===== src/rtl/decode_stage.sv =====
// rtl/decode_stage.sv - instruction decode stage: register file, control decode, load-use hazard stall
package decode_stage_pkg;
    typedef enum logic [3:0] {
        ALU_SLL, ALU_SRL, ALU_ADD, ALU_SUB, ALU_AND,
        ALU_OR, ALU_XOR, ALU_NOR, ALU_SLT, ALU_SLTU
    } aluop_t;
endpackage

module decode_stage
    import decode_stage_pkg::*;
(
    input  logic        CLK,
    input  logic        RST,
    input  logic [31:0] instr,
    input  logic [31:0] npc_in,
    input  logic        ifid_valid,
    input  logic        ex_DRen,
    input  logic [4:0]  ex_Rt,
    input  logic        flush,
    input  logic        wb_WEN,
    input  logic [4:0]  wb_wsel,
    input  logic [31:0] wb_wdat,
    output logic [31:0] rdat1,
    output logic [31:0] rdat2,
    output logic [31:0] extout,
    output logic [31:0] Jaddr,
    output logic [4:0]  Rs,
    output logic [4:0]  Rt,
    output logic [4:0]  Rd,
    output logic [31:0] npc_out,
    output aluop_t      ALUop,
    output logic [1:0]  RegDest,
    output logic [1:0]  Mem,
    output logic        RegW,
    output logic        Branch,
    output logic        BNE,
    output logic        jump,
    output logic        jr,
    output logic        lui,
    output logic        DWen,
    output logic        DRen,
    output logic        ALUsource,
    output logic        halt,
    output logic        stall,
    output logic        halted,
    output logic [31:0] stall_count
);
    localparam logic [5:0] OP_RTYPE = 6'h00, OP_J    = 6'h02, OP_JAL   = 6'h03;
    localparam logic [5:0] OP_BEQ   = 6'h04, OP_BNE  = 6'h05, OP_ADDIU = 6'h09;
    localparam logic [5:0] OP_SLTI  = 6'h0A, OP_SLTIU = 6'h0B, OP_ANDI = 6'h0C;
    localparam logic [5:0] OP_ORI   = 6'h0D, OP_XORI = 6'h0E, OP_LUI   = 6'h0F;
    localparam logic [5:0] OP_LW    = 6'h23, OP_SW   = 6'h2B, OP_HALT  = 6'h3F;

    localparam logic [5:0] FN_SLL = 6'h00, FN_SRL = 6'h02, FN_JR   = 6'h08;
    localparam logic [5:0] FN_ADD = 6'h20, FN_ADDU = 6'h21, FN_SUB = 6'h22;
    localparam logic [5:0] FN_SUBU = 6'h23, FN_AND = 6'h24, FN_OR  = 6'h25;
    localparam logic [5:0] FN_XOR = 6'h26, FN_NOR = 6'h27, FN_SLT  = 6'h2A;
    localparam logic [5:0] FN_SLTU = 6'h2B;

    logic [31:0][31:0] regs_q, regs_d;
    logic              halted_q, halted_d;
    logic [31:0]       stall_count_q, stall_count_d;

    logic [5:0]  opcode, funct;
    logic [15:0] imm;
    aluop_t      dec_alu;
    logic [1:0]  dec_reg_dest, dec_mem;
    logic        dec_reg_w, dec_branch, dec_bne, dec_jump, dec_jr, dec_lui;
    logic        dec_dwen, dec_dren, dec_alusrc, dec_halt, dec_zext, reads_rt;
    logic        hazard, squash;

    assign opcode  = instr[31:26];
    assign funct   = instr[5:0];
    assign imm     = instr[15:0];
    assign Rs      = instr[25:21];
    assign Rt      = instr[20:16];
    assign Rd      = instr[15:11];
    assign npc_out = npc_in;
    assign Jaddr   = {npc_in[31:28], instr[25:0], 2'b00};

    // Register reads see a same-cycle writeback so WB needs no extra forwarding path.
    always_comb begin
        rdat1 = regs_q[Rs];
        rdat2 = regs_q[Rt];
        if (wb_WEN && (wb_wsel == Rs)) rdat1 = wb_wdat;
        if (wb_WEN && (wb_wsel == Rt)) rdat2 = wb_wdat;
        if (Rs == 5'd0) rdat1 = 32'd0;
        if (Rt == 5'd0) rdat2 = 32'd0;
    end

    always_comb begin
        dec_alu      = ALU_SLL;
        dec_reg_dest = 2'b00;
        dec_mem      = 2'b00;
        dec_reg_w    = 1'b0;
        dec_branch   = 1'b0;
        dec_bne      = 1'b0;
        dec_jump     = 1'b0;
        dec_jr       = 1'b0;
        dec_lui      = 1'b0;
        dec_dwen     = 1'b0;
        dec_dren     = 1'b0;
        dec_alusrc   = 1'b0;
        dec_halt     = 1'b0;
        dec_zext     = 1'b0;
        reads_rt     = 1'b0;
        case (opcode)
            OP_RTYPE: begin
                dec_reg_dest = 2'b01;
                dec_reg_w    = 1'b1;
                reads_rt     = 1'b1;
                case (funct)
                    FN_SLL:          dec_alu = ALU_SLL;
                    FN_SRL:          dec_alu = ALU_SRL;
                    FN_JR: begin
                        dec_jr    = 1'b1;
                        dec_reg_w = 1'b0;
                    end
                    FN_ADD, FN_ADDU: dec_alu = ALU_ADD;
                    FN_SUB, FN_SUBU: dec_alu = ALU_SUB;
                    FN_AND:          dec_alu = ALU_AND;
                    FN_OR:           dec_alu = ALU_OR;
                    FN_XOR:          dec_alu = ALU_XOR;
                    FN_NOR:          dec_alu = ALU_NOR;
                    FN_SLT:          dec_alu = ALU_SLT;
                    FN_SLTU:         dec_alu = ALU_SLTU;
                    default:         dec_alu = ALU_SLL;
                endcase
            end
            OP_ADDIU, OP_SLTI, OP_SLTIU, OP_ANDI, OP_ORI, OP_XORI, OP_LUI: begin
                dec_alusrc = 1'b1;
                dec_reg_w  = 1'b1;
                case (opcode)
                    OP_SLTI:  dec_alu = ALU_SLT;
                    OP_SLTIU: dec_alu = ALU_SLTU;
                    OP_ANDI:  dec_alu = ALU_AND;
                    OP_ORI:   dec_alu = ALU_OR;
                    OP_XORI:  dec_alu = ALU_XOR;
                    default:  dec_alu = ALU_ADD;
                endcase
                dec_lui  = (opcode == OP_LUI);
                dec_zext = (opcode == OP_ANDI) || (opcode == OP_ORI) || (opcode == OP_XORI);
            end
            OP_LW: begin
                dec_dren   = 1'b1;
                dec_mem    = 2'b01;
                dec_reg_w  = 1'b1;
                dec_alusrc = 1'b1;
                dec_alu    = ALU_ADD;
            end
            OP_SW: begin
                dec_dwen   = 1'b1;
                dec_alusrc = 1'b1;
                dec_alu    = ALU_ADD;
                reads_rt   = 1'b1;
            end
            OP_BEQ, OP_BNE: begin
                dec_branch = 1'b1;
                dec_bne    = (opcode == OP_BNE);
                dec_alu    = ALU_SUB;
                reads_rt   = 1'b1;
            end
            OP_J:   dec_jump = 1'b1;
            OP_JAL: begin
                dec_jump     = 1'b1;
                dec_reg_w    = 1'b1;
                dec_reg_dest = 2'b10;
                dec_mem      = 2'b10;
            end
            OP_HALT: dec_halt = 1'b1;
            default: dec_halt = 1'b0;
        endcase
    end

    assign extout = dec_zext ? {16'h0000, imm} : {{16{imm[15]}}, imm};

    // Flush, halt and reset all win over a load-use stall.
    assign hazard = ex_DRen && (ex_Rt != 5'd0) && ifid_valid &&
                    ((ex_Rt == Rs) || (reads_rt && (ex_Rt == Rt)));
    assign stall  = hazard && !flush && !halted_q && !RST;
    assign squash = stall || flush || !ifid_valid || halted_q || RST;

    assign ALUop     = dec_alu;
    assign RegDest   = dec_reg_dest;
    assign Mem       = dec_mem;
    assign BNE       = dec_bne;
    assign lui       = dec_lui;
    assign ALUsource = dec_alusrc;
    assign RegW      = dec_reg_w  && !squash;
    assign Branch    = dec_branch && !squash;
    assign jump      = dec_jump   && !squash;
    assign jr        = dec_jr     && !squash;
    assign DWen      = dec_dwen   && !squash;
    assign DRen      = dec_dren   && !squash;
    assign halt      = dec_halt   && !squash;

    assign halted      = halted_q;
    assign stall_count = stall_count_q;

    always_comb begin
        regs_d = regs_q;
        if (wb_WEN && (wb_wsel != 5'd0)) regs_d[wb_wsel] = wb_wdat;
        halted_d      = halted_q || halt;
        stall_count_d = stall_count_q + {31'd0, stall};
    end

    always_ff @(posedge CLK or posedge RST) begin
        if (RST) begin
            regs_q        <= '0;
            halted_q      <= 1'b0;
            stall_count_q <= 32'd0;
        end else begin
            regs_q        <= regs_d;
            halted_q      <= halted_d;
            stall_count_q <= stall_count_d;
        end
    end
endmodule


===== config.mk =====
export PLATFORM = sky130hd
export DESIGN_NAME = decode_stage
export DESIGN_NICKNAME = d
export VERILOG_FILES = /design/src/rtl/decode_stage.sv
export SDC_FILE = /design/constraint.sdc
export NUM_CORES = 2
export LEC_CHECK = 0
export CAP_MARGIN = 40
export CORE_ASPECT_RATIO = 0.7
export CORE_MARGIN = 2
export CORE_UTILIZATION = 48
export CTS_CLUSTER_DIAMETER = 30
export DETAILED_ROUTE_END_ITERATION = 16
export PLACE_DENSITY = 0.72
export SKIP_LAST_GASP = 1
export SLEW_MARGIN = 25
export SYNTH_ARGS = -nofsm -noshare
export SYNTH_HDL_FRONTEND = slang
export SYNTH_SLANG_ARGS = --single-unit

===== constraint.sdc =====
create_clock -name CLK -period 48.9 [get_ports CLK]
set_clock_uncertainty 0.15 [all_clocks]
set_input_delay 4.89 -clock CLK [delete_from_list [all_inputs] [get_ports CLK]]
set_output_delay 4.89 -clock CLK [all_outputs]
set_load 0.005 [all_outputs]

==> run_results.csv <==
group,metric,value,unit
run_status,status,"completed",
global_route,grt_pass1_wl,283000,um
critical_path,cp_num_buf_inv,4,
route,first_pass_iters,7,
power_and_ir_drop,internal_power,2.18,mW
timing,setup_ws,35000,ps
power_and_ir_drop,swShare,27.3,%
synthesis,ys_seq_elements,1057,
cts,clock-root-buffer,"clkbuf_16",
cts,cts_buffers,173,
cells_and_area,post_route_cells_drive_above_1_share,47.0,%
synthesis,yosysTopAreaCell,"dfrtp_1",
synthesis,yosysMostFrequentCell,"dfrtp_1",
power_and_ir_drop,p_sw,0.818,mW
cts,clkTransAtPathRegs,50,ps
min_path,hold_end,"regs_q[11]$_DFFE_PP0P_",
power_and_ir_drop,seqPwrFrac,38.6,%
global_route,track_usage,31.7,%
critical_path,start_kind,"input pin",
critical_path,cpPeakStageDelay,770,ps
route,drt_wl_total,194000,um
critical_path,r2r-end,"stall_count[26]$_DFF_PP0_",
cts,cts_tree,"done",
placed_design,gp_congestion,0.851,
synthesis,synth_top_flop_cell,"dfrtp_1",
cts,cts_hold_buf,0,
critical_path,reg2reg_slack,46130,ps
cts,cts.path.max_buffers,3,
synthesis,synth_common_cells,"1057 x dfrtp_1, 1003 x mux2_2, 437 x mux4_2",
critical_path,slowest_stage,"or3b_2",
die,die_h,294,um
synthesis,synth_edf_count,0,
cts,cts_setup_buffers,0,
power_and_ir_drop,p_leak,28.7,nW
timing,report.final.slew_viol_count,0,
placed_design,place_inst,5431,
cells_and_area,area_growth,16.9,%
critical_path,cp_common_cell,"buf_4",
die,rows,106,
timing,max_freq,0.0719,GHz
min_path,hp-class,"flop to flop",
cts,clkSinkCount,1057,
cells_and_area,fin_util,56.5,%
critical_path,worst-setup-path-type,"input pin to output port",
timing,period_share,28.4,%
global_route,grt_max_degree,156,
timing,finalHoldViolCount,0,
critical_path,path_delay_family,"buffers and inverters",
route,vias_per_cell,6.88,
synthesis,synth_top_area_share,46.0,%
synthesis,netlist_area,0.0575,mm^2
placed_design,io_buffer_count,237,
die,initial_core_util,48.3,%
global_route,grt_pass1_vias,39800,
cts,cts_resized,0,
global_route,antenna_found_initial,3,
critical_path,arrival,8860,ps
route,drt-initial-drc-count,5069,
power_and_ir_drop,irDropWorstVdd,35.1,uV
timing,tightestPinTransition,1070,ps
route,vias,39700,
route,drtAntennaViolNets,0,
min_path,min_from,"regs_q[11]$_DFFE_PP0P_",
synthesis,synth_cell_types,70,
synthesis,yosys_warnings,0,
power_and_ir_drop,p_per_area,44.6,mW/mm^2
cts,clk_latency,800,ps
timing,fin_setup_tns,0,ps
global_route,grt.overflow.total,0,
critical_path,endpoint_kind,"output port",
critical_path,critPathRequiredTime,43860,ps
cts,htree_levels,4,
synthesis,synth_area_per_cell,14.2,um^2
route,drc_errors,0,
synthesis,synth_area_leaders,"dfrtp_1 46%, mux2_2 20%, mux4_2 17%",
timing,layout_min_cycle_time,13900,ps
route,wl_per_cell,33.7,um
timing,holdWs,245,ps
die,io-pin-count,339,
power_and_ir_drop,clock_power_share,43.4,%
cells_and_area,final_nets,4163,
timing,rsz0062_at_grt,"false",
die,dieArea,0.123,mm^2
die,die_x,418,um
power_and_ir_drop,p_comb_share,18.0,%
cells_and_area,fin_cells,5762,
die,core_area,0.119,mm^2
synthesis,async_flop_share,100,%
min_path,hold_depth,0,
run,max_cap_violations,0,
synthesis,synth_cells,4043,
critical_path,cp_cell_sequence,"buf_8 -> buf_4 -> or3b_2 -> buf_4 -> o221ai_1 -> a21oi_1 -> nand2_1 -> a32o_1 -> clkdlybuf4s50_1",
timing,setup_viol,0,
placed_design,place_hpwl,113000,um
critical_path,worstReg2RegStart,"halted$_DFF_PP0_",
synthesis,ys_seq_area_share,46.0,%
timing,relSlewSlack,28.7,%
critical_path,worstPathMaxFanout,69,
critical_path,r2r_cells,9,
placed_design,place_ws,34990,ps
-- registers in the layout (all words and copies together), names as in the netlist --
| name | cells |
|---|---|
| regs_q | 1024 |
| stall_count | 32 |
| halted | 1 |
-- final cells by class --
class	instances	area, um^2
Clock inverter	110	1560
Fill cell	9347	51800
Tap cell	1566	1960
Clock buffer	209	4670
Multi-Input combinational cell	2419	28500
Antenna cell	3	7.51
Inverter	9	41.3
Sequential cell	1057	26500
Timing Repair Buffer	389	4140
-- cells by family (layout without fill, tap and decap cells) --
| kind of cell | after synthesis | after routing | synth area share [%] |
|---|---|---|---|
| other | 1 | 5 | 0.00652 |
| flip-flops | 1057 | 1057 | 46.0 |
| adder cells (fa/ha/maj) | 2 | 2 | 0.0435 |
| AND/OR/NAND/NOR | 322 | 322 | 2.87 |
| multiplexers | 1600 | 1600 | 39.5 |
| buffers and inverters | 568 | 717 | 5.07 |
| XOR/XNOR | 51 | 51 | 0.776 |
| AO/OA/AOI/OAI | 442 | 442 | 5.76 |
-- per-layer routing --
metal  GRT usage, %  vias to the layer above  part of all wire, %
li1               -                    15500                    -
met3           10.0                      461                   12
met5              0                        -                    0
met4           13.7                        0                  4.1
met1           44.9                    21100                   40
met2           45.1                     2528                   44
-- placed cells by master, fill, tap and decap left out, types with 16 or more instances in the layout --
| cell type | n |
|---|---|
| bufinv_16 | 26 |
| clkdlybuf4s50_1 | 224 |
| o22ai_1 | 53 |
| o221ai_1 | 25 |
| buf_12 | 16 |
| xnor2_1 | 28 |
| o21ai_0 | 44 |
| a221oi_1 | 31 |
| a32o_1 | 18 |
| clkinv_2 | 27 |
| clkbuf_16 | 175 |
| nand2_1 | 83 |
| a22o_1 | 39 |
| a221o_1 | 16 |
| clkbuf_1 | 18 |
| nand4_1 | 27 |
| nor3_1 | 19 |
| nor2_4 | 18 |
| nand3_1 | 25 |
| a211oi_1 | 26 |
| mux2i_1 | 160 |
| buf_4 | 109 |
| dfrtp_1 | 1057 |
| buf_16 | 20 |
| a22oi_1 | 77 |
| nor2_1 | 31 |
| clkbuf_8 | 16 |
| mux2_2 | 1003 |
| a21oi_1 | 42 |
| xor2_1 | 23 |
| mux4_2 | 437 |
-- power groups by stage --
stage | registers [mW] | logic (mW) | clock network (mW)
final | 1.16 | 0.539 | 1.30
after CTS | 1.15 | 0.535 | 1.31
after global placement | 1.15 | 0.515 | 0
after global routing | 1.18 | 0.570 | 1.35
after detailed placement | 1.16 | 0.532 | 0
after floorplan | 1.13 | 0.404 | 0
-- worst reg2reg max path, cell delays in order (launching register included) --
cell and delay [ps]:
dfrtp_1 370, inv_1 80, nand4b_1 320, nor2b_1 310, ha_1 270, ha_1 260
and3_1 370, nand2_1 190, nor3_1 220, xor2_1 160
-- per-stage QoR --
stage,area [um^2],power (mW)
CTS,67100,2.99
global placement,60200,1.67
finish,67300,3.00
detailed placement,60800,1.69
global route,67300,3.10
floorplan,57500,1.53
-- worst max-delay path by stage --
stage | slack [ps] | to | depth (start not counted) | from
6_report | 35000 | rdat1[28] | 9 | instr[22]
5_1_grt | 34820 | rdat1[9] | 9 | instr[21]
4_1_cts | 34950 | rdat2[3] | 7 | wb_wsel[3]
3_5_place_dp | 34990 | rdat2[3] | 7 | wb_wsel[3]
3_3_place_gp | 34690 | rdat2[19] | 6 | wb_wsel[3]
2_1_floorplan | 11530 | jump | 3 | RST
No activity file was read; power rests on OpenSTA's default activity.
